**src/rtl/fetch_queue.sv**
```systemverilog
// Two-wide instruction fetch queue: circular buffer between fetch and decode.
// Optional idle-cycle counter output enabled by defining FETCHQ_PERF_EN.
module fetch_queue #(
  parameter int DEPTH = 8
) (
  input  logic                     clk,
  input  logic                     rst,
  input  logic                     flush,
  input  logic [1:0]               push_cnt,
  input  logic [31:0]              InstrF1,
  input  logic [31:0]              InstrF2,
  input  logic [31:0]              PCF1,
  input  logic [31:0]              PCF2,
  input  logic                     predict_taken_F1,
  input  logic                     predict_taken_F2,
  output logic                     push_ready,
  input  logic [1:0]               pop_cnt,
  output logic [31:0]              InstrD1,
  output logic [31:0]              InstrD2,
  output logic [31:0]              PCD1,
  output logic [31:0]              PCD2,
  output logic                     predict_taken_D1,
  output logic                     predict_taken_D2,
  output logic                     validD1,
  output logic                     validD2,
`ifdef FETCHQ_PERF_EN
  output logic [31:0]              empty_cycles,
`endif
  output logic [$clog2(DEPTH):0]   count
);

  localparam int AW = $clog2(DEPTH);
  localparam int CW = AW + 1;
  localparam logic [31:0] NOP = 32'h0000_0013;

  logic [31:0]   instr_mem [DEPTH];
  logic [31:0]   pc_mem    [DEPTH];
  logic          pt_mem    [DEPTH];

  logic [AW-1:0] wptr_q, rptr_q;
  logic [AW-1:0] wptr_p1, rptr_p1;
  logic [CW-1:0] count_q;
  logic [1:0]    push_acc, pop_req, pop_acc;

  assign count      = count_q;
  assign push_ready = (count_q <= CW'(DEPTH - 2));
  assign wptr_p1    = wptr_q + AW'(1);
  assign rptr_p1    = rptr_q + AW'(1);
  assign validD1    = (count_q >= CW'(1));
  assign validD2    = (count_q >= CW'(2));

  always_comb begin
    push_acc = 2'd0;
    if (push_ready && (push_cnt == 2'd1 || push_cnt == 2'd2)) push_acc = push_cnt;
    pop_req = (pop_cnt == 2'd3) ? 2'd0 : pop_cnt;
    // A short queue can only give up what it holds (count is 0 or 1 here).
    pop_acc = (CW'(pop_req) > count_q) ? count_q[1:0] : pop_req;
  end

  always_ff @(posedge clk) begin
    if (rst || flush) begin
      wptr_q  <= '0;
      rptr_q  <= '0;
      count_q <= '0;
    end else begin
      wptr_q  <= wptr_q + AW'(push_acc);
      rptr_q  <= rptr_q + AW'(pop_acc);
      count_q <= count_q + CW'(push_acc) - CW'(pop_acc);
    end
  end

  // Payload storage needs no reset: outputs are masked by the valid flags.
  always_ff @(posedge clk) begin
    if (!rst && !flush) begin
      if (push_acc != 2'd0) begin
        instr_mem[wptr_q] <= InstrF1;
        pc_mem[wptr_q]    <= PCF1;
        pt_mem[wptr_q]    <= predict_taken_F1;
      end
      if (push_acc == 2'd2) begin
        instr_mem[wptr_p1] <= InstrF2;
        pc_mem[wptr_p1]    <= PCF2;
        pt_mem[wptr_p1]    <= predict_taken_F2;
      end
    end
  end

  always_comb begin
    InstrD1          = NOP;
    PCD1             = 32'd0;
    predict_taken_D1 = 1'b0;
    InstrD2          = NOP;
    PCD2             = 32'd0;
    predict_taken_D2 = 1'b0;
    if (validD1) begin
      InstrD1          = instr_mem[rptr_q];
      PCD1             = pc_mem[rptr_q];
      predict_taken_D1 = pt_mem[rptr_q];
    end
    if (validD2) begin
      InstrD2          = instr_mem[rptr_p1];
      PCD2             = pc_mem[rptr_p1];
      predict_taken_D2 = pt_mem[rptr_p1];
    end
  end

`ifdef FETCHQ_PERF_EN
  // Counts starved-decode cycles; survives flush, cleared only by reset.
  always_ff @(posedge clk) begin
    if (rst) begin
      empty_cycles <= 32'd0;
    end else if (!validD1) begin
      empty_cycles <= empty_cycles + 32'd1;
    end
  end
`endif

endmodule

```
**config.mk**
```make
export PLATFORM = sky130hd
export DESIGN_NAME = fetch_queue
export DESIGN_NICKNAME = d
export VERILOG_FILES = /design/src/rtl/fetch_queue.sv
export SDC_FILE = /design/constraint.sdc
export NUM_CORES = 1
export LEC_CHECK = 0
export ABC_CLOCK_PERIOD_IN_PS = 6770
export BUFFER_PORTS_ARGS = -buffer_cell sky130_fd_sc_hd__clkbuf_2
export CORE_MARGIN = 10
export CORE_UTILIZATION = 40
export DETAILED_ROUTE_END_ITERATION = 16
export PLACE_DENSITY = 0.66
export SLEW_MARGIN = 20
export SYNTH_ARGS = -nofsm -noshare
export SYNTH_HDL_FRONTEND = slang
export SYNTH_SLANG_ARGS = --single-unit
```
**constraint.sdc**
```tcl
create_clock -name clk -period 6.77 [get_ports clk]
set_clock_uncertainty 0.2 [all_clocks]
set_input_delay 2.031 -clock clk [delete_from_list [all_inputs] [get_ports clk]]
set_output_delay 2.031 -clock clk [all_outputs]
set_load 0.01 [all_outputs]
```
==> results.sh, run 1 <==
export IMPL_critical_path_class="flip-flop to primary output"
export IMPL_ys_seq_area_share_pct=49.2
export IMPL_cts_setup_buffers=0
export IMPL_final_area_um2=36500
export IMPL_syn_area_per_cell_um2=14.2
export IMPL_yosys_area_top_type_share_pct=48.6
export IMPL_synth_seq_cells=530
export IMPL_synthArstFlopShare_pct=0
export IMPL_hp_class="flip-flop to flip-flop"
export IMPL_dr_first_iter_drc_count=1851
export IMPL_wl_per_cell_um=28.7
export IMPL_clkSinkCount=530
export IMPL_endpoint_kind="primary output"
export IMPL_synth_largest_area_cell="edfxtp_1"
export IMPL_cap_violations=0
export IMPL_wl_um=103000
export IMPL_grt_pass1_wl_um=149000
export IMPL_ioPinCount=274
export IMPL_worst_hold_slack_ns=0.422
export IMPL_finalHoldViolCount=0
export IMPL_h_tree_depth=2
export IMPL_ant_nets=0
export IMPL_start_kind="flip-flop"
export IMPL_clock_root_buffer="clkbuf_16"
export IMPL_synthFlopType="edfxtp_1"
export IMPL_synth_edf_count=520
export IMPL_arrival_ns=4.15
export IMPL_placed_cell_area_um2=34700
export IMPL_dp_hpwl_um=60600
export IMPL_remaining_drc_errors=0
export IMPL_drt_pass1_iter_count=8
export IMPL_cts_clk_slew_worst_paths_ns=0.06
export IMPL_grt_pass1_vias=23200
export IMPL_status="completed"
export IMPL_routed_via_density=6.08
export IMPL_worst_path_max_fanout=73
export IMPL_die_area_um2=92100
export IMPL_cts_buffers=59
export IMPL_clkLatencyLatePin_ns=0.61
export IMPL_layout_nets=2627
export IMPL_drive_gt1_share_pct=43.8
export IMPL_critPathRequiredTime_ns=4.54
export IMPL_num_rows=103
export IMPL_setup_violations=0
export IMPL_fmaxAchievable_mhz=157
export IMPL_cts_buffer_depth=3
export IMPL_crit_path_start="rptr_q[0]$_SDFF_PP0_"
export IMPL_core_um2=79300
export IMPL_seq_power_share_pct=37.0
export IMPL_synthTopCellsByCount="edfxtp_1 (520), mux2_2 (444), mux2i_1 (326)"
export IMPL_antenna_found_initial=8
export IMPL_timing_rr_start="count[3]$_SDFF_PP0_"
export IMPL_grt_usage_pct=21.5
export IMPL_hold_start="wptr_q[2]$_SDFF_PP0_"
export IMPL_setup_tns_ns=0
export IMPL_drv_slew=0
export IMPL_synth_area_leaders="edfxtp_1 (49%), mux2_2 (16%), mux2i_1 (10%)"
export IMPL_place_gp_congestion=0.807
export IMPL_synth_fp_nets=2420
export IMPL_yosysMostFrequentCell="edfxtp_1"
export IMPL_ir_drop_mv=0.339
export IMPL_p_clk_share_pct=30.2
export IMPL_ys_warn_count=0
export IMPL_combPwrFrac_pct=32.9
export IMPL_area_delta_synth_final_pct=13.6
export IMPL_via_count=21700
export IMPL_portBuffers=273
export IMPL_worst_slew_pin_slew_ns=1.12
export IMPL_critical_path_slowest_cell="a2111oi_0"
export IMPL_grt_overflow=0
export IMPL_netlist_area_um2=32100
export IMPL_period_share_pct=94.2
export IMPL_internal_power_mw=6.59
export IMPL_power_density_nw_per_um2=276
export IMPL_die_h_um=303
export IMPL_holdBufCountCts=0
export IMPL_fin_crit_ns=6.38
export IMPL_tritoncts="built"
export IMPL_sw_frac_of_total_pct=34.5
export IMPL_power_leakage_nw=12.8
export IMPL_ys_types=43
export IMPL_rsz0062_at_grt="no"
export IMPL_synthCells=2266
export IMPL_relSlewSlack_pct=23.5
export IMPL_critPathMaxStageDelay_ns=0.96
export IMPL_dieWidth_um=303
export IMPL_start_util_pct=40.5
export IMPL_power_switching_mw=3.47
export IMPL_critical_path_cell_chain="ha_4 -> buf_4 -> mux2_2 -> o22ai_1 -> a2111oi_0 -> clkbuf_2"
export IMPL_grt_max_degree=140
export IMPL_cts_resized=0
[cells by family after synthesis]
group | Yosys count | share of synthesized area, %
mux | 976 | 35.5
flops | 530 | 49.2
fa+ha+maj | 17 | 0.756
xor+xnor | 8 | 0.241
compound gates | 335 | 8.03
buf+inv | 210 | 3.28
simple gates | 190 | 2.98
[sequential cells by signal, indices dropped and copies added (netlist names)]
name       cells
pc_mem       256
pt_mem         8
rptr_q         3
wptr_q         3
instr_mem    256
count          4
[worst max-delay path, delay by kind of cell, from the launching register on]
kind                     cells  cell delay (ns)
multiplexers                 1             0.21
adder cells (fa/ha/maj)      1             0.94
flip-flops                   1             0.63
AO/OA/AOI/OAI                2             1.03
buffers and inverters        2             0.72
[power groups by stage]
stage	combinational, mW	clock (mW)	sequential [mW]
detailed placement	3.29	0	3.79
CTS	3.31	3.08	3.72
global placement	3.25	0	3.78
finish	3.31	3.03	3.72
global route	3.53	3.22	3.73
floorplan	1.84	0	3.78
[final timing paths]
check,end,slack (ns),cells past startpoint
setup / recovery,PCD2[2],0.39,6
hold / removal,wptr_q[2]$_SDFF_PP0_,0.42,2
setup reg to reg,pc_mem[7][7]$_DFFE_PP_,2.48,7
hold reg to reg,wptr_q[2]$_SDFF_PP0_,0.42,2
[layout by cell type, fill, tap and decap left out, drive strengths merged, types with 5 or more instances in the layout]
cell / netlist / final
a221oi: 62 / 62
nor2b: 65 / 65
o21ai: 5 / 5
nor2: 25 / 25
dfxtp: 10 / 10
a21oi: 5 / 5
a211oi: 63 / 63
a22o: 6 / 6
a22oi: 68 / 68
nand2: 70 / 70
mux4: 6 / 6
buf: 117 / 67
inv: 16 / 17
a2111oi: 62 / 62
mux2: 644 / 644
ha: 13 / 13
and2: 6 / 6
clkbuf: 77 / 349
o22ai: 62 / 62
mux2i: 326 / 326
edfxtp: 520 / 520
nand3: 10 / 10
clkinv: 0 / 27
[through the flow]
stage / util (%) / std cells / setup slack [ns] / total power, mW
global placement: 43.8 / 3461 / 1.02 / 7.04
finish: 46.1 / 3574 / 0.390 / 10.1
floorplan: - / 2266 / 0.298 / 5.62
global route: 46.1 / 3574 / 0.115 / 10.5
detailed placement: 43.8 / 3461 / 1.02 / 7.08
CTS: 46.0 / 3570 / 0.345 / 10.1
[area by class of cell]
cell class / instances / area, µm²
Fill cell: 7059 / 42800
Sequential cell: 530 / 15800
Multi-Input combinational cell: 1526 / 15500
Timing Repair Buffer: 340 / 2040
Clock buffer: 76 / 1580
Tap cell: 1050 / 1310
Clock inverter: 33 / 206
Inverter: 16 / 60.1
Antenna cell: 3 / 7.51
[metal layers]
metal | wire (µm) | global-route usage [%] | up-vias
li1 | - | - | 9475
met1 | 42900 | 27.8 | 11200
met2 | 49800 | 36.0 | 845
met3 | 7010 | 3.69 | 185
met4 | 2830 | 7.32 | 10
met5 | 53 | 0 | -
Power figures use the tool's default switching activity.
==> inputs of run 2 (changes only) <==
- ABC_CLOCK_PERIOD_IN_PS: 6770 -> 6500
- CORE_MARGIN: 10 -> unset
- GPL_TIMING_DRIVEN: unset -> 0
- clock period: 6.77 -> 6.5 ns (I/O delays scaled with it)
==> results.sh, run 2 (same netlist as run 1, synthesis figures left out) <==
export IMPL_power_leakage_nw=13.3
export IMPL_wl_per_cell_um=30.0
export IMPL_wl_um=112000
export IMPL_dp_hpwl_um=75800
export IMPL_placed_cells=3620
export IMPL_start_kind="flip-flop"
export IMPL_relSlewSlack_pct=20.0
export IMPL_ioPinCount=274
export IMPL_rr_endpoint="instr_mem[5][16]$_DFFE_PP_"
export IMPL_start_util_pct=40.5
export IMPL_dieWidth_um=285
export IMPL_hold_path_cell_count=2
export IMPL_drv_slew=0
export IMPL_n_fill_cell=6935
export IMPL_num_rows=103
export IMPL_h_tree_depth=2
export IMPL_holdPathEnd="wptr_q[2]$_SDFF_PP0_"
export IMPL_p_total_mw=10.8
export IMPL_timing_rr_start="count[3]$_SDFF_PP0_"
export IMPL_status="completed"
export IMPL_grt_overflow=0
export IMPL_layout_nets=2783
export IMPL_reg2regPathDepth=9
export IMPL_reg2reg_setup_slack_ns=2.50
export IMPL_drive_gt1_share_pct=43.1
export IMPL_grt_pass1_wl_um=159000
export IMPL_fin_cells=3729
export IMPL_core_um2=79300
export IMPL_die_area_um2=81500
export IMPL_fmaxAchievable_mhz=154
export IMPL_cts_clk_slew_worst_paths_ns=0.06
export IMPL_seq_area_um2=15800
export IMPL_period_share_pct=100
export IMPL_endpoint_kind="primary output"
export IMPL_clkSinkCount=530
export IMPL_clkLatencyLatePin_ns=0.63
export IMPL_remaining_drc_errors=0
export IMPL_antenna_found_initial=13
export IMPL_power_density_nw_per_um2=288
export IMPL_dp_slack_ns=0.247
export IMPL_portBuffers=273
export IMPL_grt_usage_pct=26.6
export IMPL_cts_buffer_depth=3
export IMPL_hold_start="wptr_q[2]$_SDFF_PP0_"
export IMPL_finalHoldViolCount=0
export IMPL_worst_slew_pin_slew_ns=1.20
export IMPL_ant_nets=0
export IMPL_via_count=23100
export IMPL_critPathRequiredTime_ns=4.35
export IMPL_place_gp_congestion=0.822
export IMPL_ir_drop_mv=0.187
export IMPL_tritoncts="built"
export IMPL_worst_path_max_fanout=10
export IMPL_routed_via_density=6.19
export IMPL_clock_root_buffer="clkbuf_16"
export IMPL_grt_pass1_vias=23600
export IMPL_layout_common_cells="edfxtp_1 (520), mux2_2 (444), mux2i_1 (326), clkbuf_2 (276), mux2_4 (200)"
export IMPL_grt_max_degree=20
export IMPL_setup_ws_ns=0.000116
export IMPL_area_delta_synth_final_pct=16.6
export IMPL_drt_pass1_iter_count=5
export IMPL_reg_top3="instr_mem (256), pc_mem (256), pt_mem (8)"
export IMPL_final_util_pct=47.3
export IMPL_multi_input_area_um2=15300
export IMPL_layout_commonest_cell="edfxtp_1"
export IMPL_cts_buffers=57
export IMPL_setup_violations=0
export IMPL_hp_class="flip-flop to flip-flop"
export IMPL_arrival_ns=4.35
export IMPL_critical_path_class="flip-flop to primary output"
export IMPL_die_h_um=285
export IMPL_dr_first_iter_drc_count=2392
export IMPL_cts_setup_buffers=0
export IMPL_rsz0062_at_grt="no"
export IMPL_fin_crit_ns=6.50
export IMPL_cap_violations=0
run 2: cell types whose count changed in the layout (fill, tap and decap cells not counted), sizes merged:
cell / previous run / this run
buf: 67 / 147
clkbuf: 349 / 428
clkinv: 27 / 17
diode: 3 / 8
bufinv: 2 / 5
clkinvlp: 3 / 2
inv: 17 / 16
run 2: stage by stage:
stage	cell area (µm²)	hold WS [ns]	TNS, ns
floorplan	32100	0.357	0
finish	37500	0.415	0
CTS	37500	0.408	0
global placement	34800	0.392	-1778.31
detailed placement	35700	0.398	0
global route	37500	0.451	0
run 2: worst max-delay path, cell delays in order (launching register included):
cell and delay, ns:
dfxtp_1 0.34, ha_1 0.27, buf_2 0.32, buf_2 0.39
buf_2 0.58, buf_2 0.42, a211oi_1 0.13, a2111oi_1 0.98
clkbuf_2 0.29
run 2: final cells by class:
type	count	area share, %
well taps	1050	3.51
clock inverters	24	0.638
clock buffers	77	4.14
flip-flops and latches	530	42.2
diodes	8	0.0534
repair buffers	304	5.71
inverters	16	0.160
multi-input cells	1526	40.9
plain buffers	194	2.66
run 2: report_power, final:
part	switching (mW)	total, mW	internal (mW)	leakage [nW]
logic	2.45	3.72	1.27	7.66
registers	0.0393	3.87	3.83	4.77
clock network	1.37	3.22	1.85	0.872
run 2: per-layer routing:
layer  routed length, µm  vias up  global-route usage [%]
met5                  53        -                       0
met4                4270       10                    10.8
met3               10100      249                    5.18
met2               52600     1253                    42.9
met1               44800    11800                    34.9
li1                    -     9778                       -
run 2: timing repair:
action,CTS,global route
gates resized for setup,9,2
hold buffers,0,0
endpoints found under the setup margin,13,2
run 2: how the worst max path moves through the flow:
stage                                    start                    endpoint  slack (ns)  cells after the start
final                     rptr_q[1]$_SDFF_PP0_                    PCD2[31]      0.0001                      8
after global routing      rptr_q[1]$_SDFF_PP0_                    PCD2[31]      0.0008                      8
after CTS                 rptr_q[1]$_SDFF_PP0_                 InstrD2[13]        0.05                      8
after detailed placement  rptr_q[1]$_SDFF_PP0_                     PCD2[9]        0.25                      8
after global placement             push_cnt[0]  instr_mem[3][26]$_DFFE_PP_       -4.08                      5
after floorplan                    push_cnt[0]   instr_mem[7][0]$_DFFE_PP_        0.11                      4
==> inputs of run 3 (changes only) <==
- CORE_UTILIZATION: 40 -> 61
- PLACE_DENSITY: 0.66 -> 0.9
==> results.sh, run 3 (same netlist as run 1, synthesis figures left out) <==
export IMPL_ant_nets=0
export IMPL_cts_buffer_depth=3
export IMPL_timing_rr_start="count[3]$_SDFF_PP0_"
export IMPL_power_density_nw_per_um2=289
export IMPL_start_util_pct=62.1
export IMPL_arrival_ns=4.44
export IMPL_cts_buffers=53
export IMPL_critical_path_slowest_cell="a2111oi_0"
export IMPL_cts_clk_slew_worst_paths_ns=0.06
export IMPL_status="finished, violations left"
export IMPL_critPathRequiredTime_ns=4.35
export IMPL_h_tree_depth=2
export IMPL_hp_class="flip-flop to flip-flop"
export IMPL_critical_path_cell_chain="ha_1 -> buf_2 -> buf_2 -> buf_2 -> clkbuf_1 -> a211oi_1 -> a2111oi_0 -> clkbuf_2"
export IMPL_finalHoldViolCount=0
export IMPL_via_count=24100
export IMPL_rsz0062_at_grt="no"
export IMPL_layout_common_cells="edfxtp_1 (520), mux2_2 (444), mux2i_1 (326), clkbuf_2 (274), mux2_4 (200)"
export IMPL_grt_pass1_wl_um=149000
export IMPL_p_total_mw=10.7
export IMPL_wl_um=103000
export IMPL_holdBufCountCts=0
export IMPL_portBuffers=273
export IMPL_remaining_drc_errors=0
export IMPL_core_um2=51700
export IMPL_cts_setup_buffers=0
export IMPL_layout_commonest_cell="edfxtp_1"
export IMPL_seq_area_um2=15800
export IMPL_grt_overflow=0
export IMPL_drv_slew=0
export IMPL_clkLatencyLatePin_ns=0.63
export IMPL_clkSinkCount=530
export IMPL_dp_hpwl_um=68300
export IMPL_critPathMostFrequentCell="buf_2"
export IMPL_place_gp_congestion=0.871
export IMPL_tritoncts="built"
export IMPL_die_h_um=232
export IMPL_grt_pass1_vias=24500
export IMPL_grt_max_degree=22
export IMPL_multi_input_area_um2=15300
export IMPL_final_area_um2=37000
export IMPL_reg_top3="instr_mem (256), pc_mem (256), pt_mem (8)"
export IMPL_crit_path_start="rptr_q[1]$_SDFF_PP0_"
export IMPL_grt_usage_pct=37.5
export IMPL_relSlewSlack_pct=23.9
export IMPL_critPathMaxStageDelay_ns=0.82
export IMPL_critical_path_class="flip-flop to primary output"
export IMPL_n_fill_cell=3169
export IMPL_ioPinCount=274
export IMPL_period_share_pct=101
export IMPL_area_delta_synth_final_pct=15.1
export IMPL_wl_per_cell_um=30.6
export IMPL_violations="negative setup slack"
export IMPL_drive_gt1_share_pct=43.2
export IMPL_setup_ws_ns=-0.0941
export IMPL_placed_cell_area_um2=35200
export IMPL_die_area_um2=53600
export IMPL_worst_slew_pin_slew_ns=1.14
export IMPL_endpoint_kind="primary output"
export IMPL_antenna_found_initial=14
export IMPL_routed_via_density=7.18
export IMPL_clock_root_buffer="clkbuf_16"
export IMPL_dr_first_iter_drc_count=3495
export IMPL_power_leakage_nw=13.3
export IMPL_start_kind="flip-flop"
export IMPL_fmaxAchievable_mhz=152
export IMPL_ir_drop_mv=0.201
export IMPL_dieWidth_um=232
export IMPL_hold_start="wptr_q[2]$_SDFF_PP0_"
export IMPL_setup_violations=3
export IMPL_worst_path_max_fanout=10
export IMPL_worst_hold_slack_ns=0.420
export IMPL_num_rows=83
export IMPL_drt_pass1_iter_count=6
export IMPL_fin_crit_ns=6.59
export IMPL_layout_nets=2777
export IMPL_cap_violations=0
-- run 3: changes by cell type in the layout (fill, tap and decap cells not counted), moves of 2 or more --
cell,previous run,this run
bufinv_16,5,7
buf_12,9,7
clkbuf_16,57,55
diode_2,8,12
clkinv_4,0,2
a2111oi_0,51,56
clkinv_2,8,14
clkbuf_2,276,274
clkbuf_8,5,0
a2111oi_1,11,6
clkbuf_1,90,81
clkinv_1,9,12
-- run 3: power by group --
| part | total [mW] | switching, mW | internal (mW) | leakage [nW] |
|---|---|---|---|---|
| clock | 3.19 | 1.37 | 1.82 | 0.875 |
| combinational | 3.63 | 2.36 | 1.27 | 7.64 |
| sequential | 3.87 | 0.0417 | 3.82 | 4.77 |
-- run 3: worst paths after layout --
kind	end	slack [ns]	cells after the start
max	InstrD2[13]	-0.09	8
min	wptr_q[2]$_SDFF_PP0_	0.42	2
max reg2reg	instr_mem[5][25]$_DFFE_PP_	2.66	9
min reg2reg	wptr_q[2]$_SDFF_PP0_	0.42	2
-- run 3: layout make-up --
class / instances / area share [%]
Buffer: 194 / 2.69
Multi-Input combinational cell: 1526 / 41.5
Clock inverter: 39 / 1.02
Inverter: 16 / 0.162
Timing Repair Buffer: 302 / 5.71
Clock buffer: 60 / 3.77
Tap cell: 680 / 2.30
Antenna cell: 12 / 0.0812
Sequential cell: 530 / 42.8
-- run 3: repair_timing --
action | 4_1_cts | 5_1_grt
pin swaps | 0 | 0
endpoints found under the setup margin | 1 | 5
gates cloned | 0 | 0
gates resized for setup | 1 | 6
-- run 3: metal layers --
layer	GRT usage [%]	routed length, µm	vias to the layer above
met5	0	31	-
met4	23.6	6260	4
met3	9.65	13900	492
met2	57.5	46800	2116
met1	47.6	35900	11700
li1	-	-	9789
-- run 3: critical path: cells and delay by family (launching register included) --
kind	cells	cell delay (ns)
AOI/OAI and AO/OA	2	0.99
adders and majority gates	1	0.29
buffers and inverters	5	2.16
DFF	1	0.35
-- run 3: through the flow --
stage	setup TNS [ns]	worst slack [ns]	util [%]	std cells
floorplan	0	0.109	-	2266
global placement	-1395.64	-3.16	66.4	3219
detailed placement	0	0.619	68.0	3248
CTS	0	0.0116	71.4	3347
global route	0	0.00387	71.5	3359
finish	-0.105	-0.0941	71.5	3359
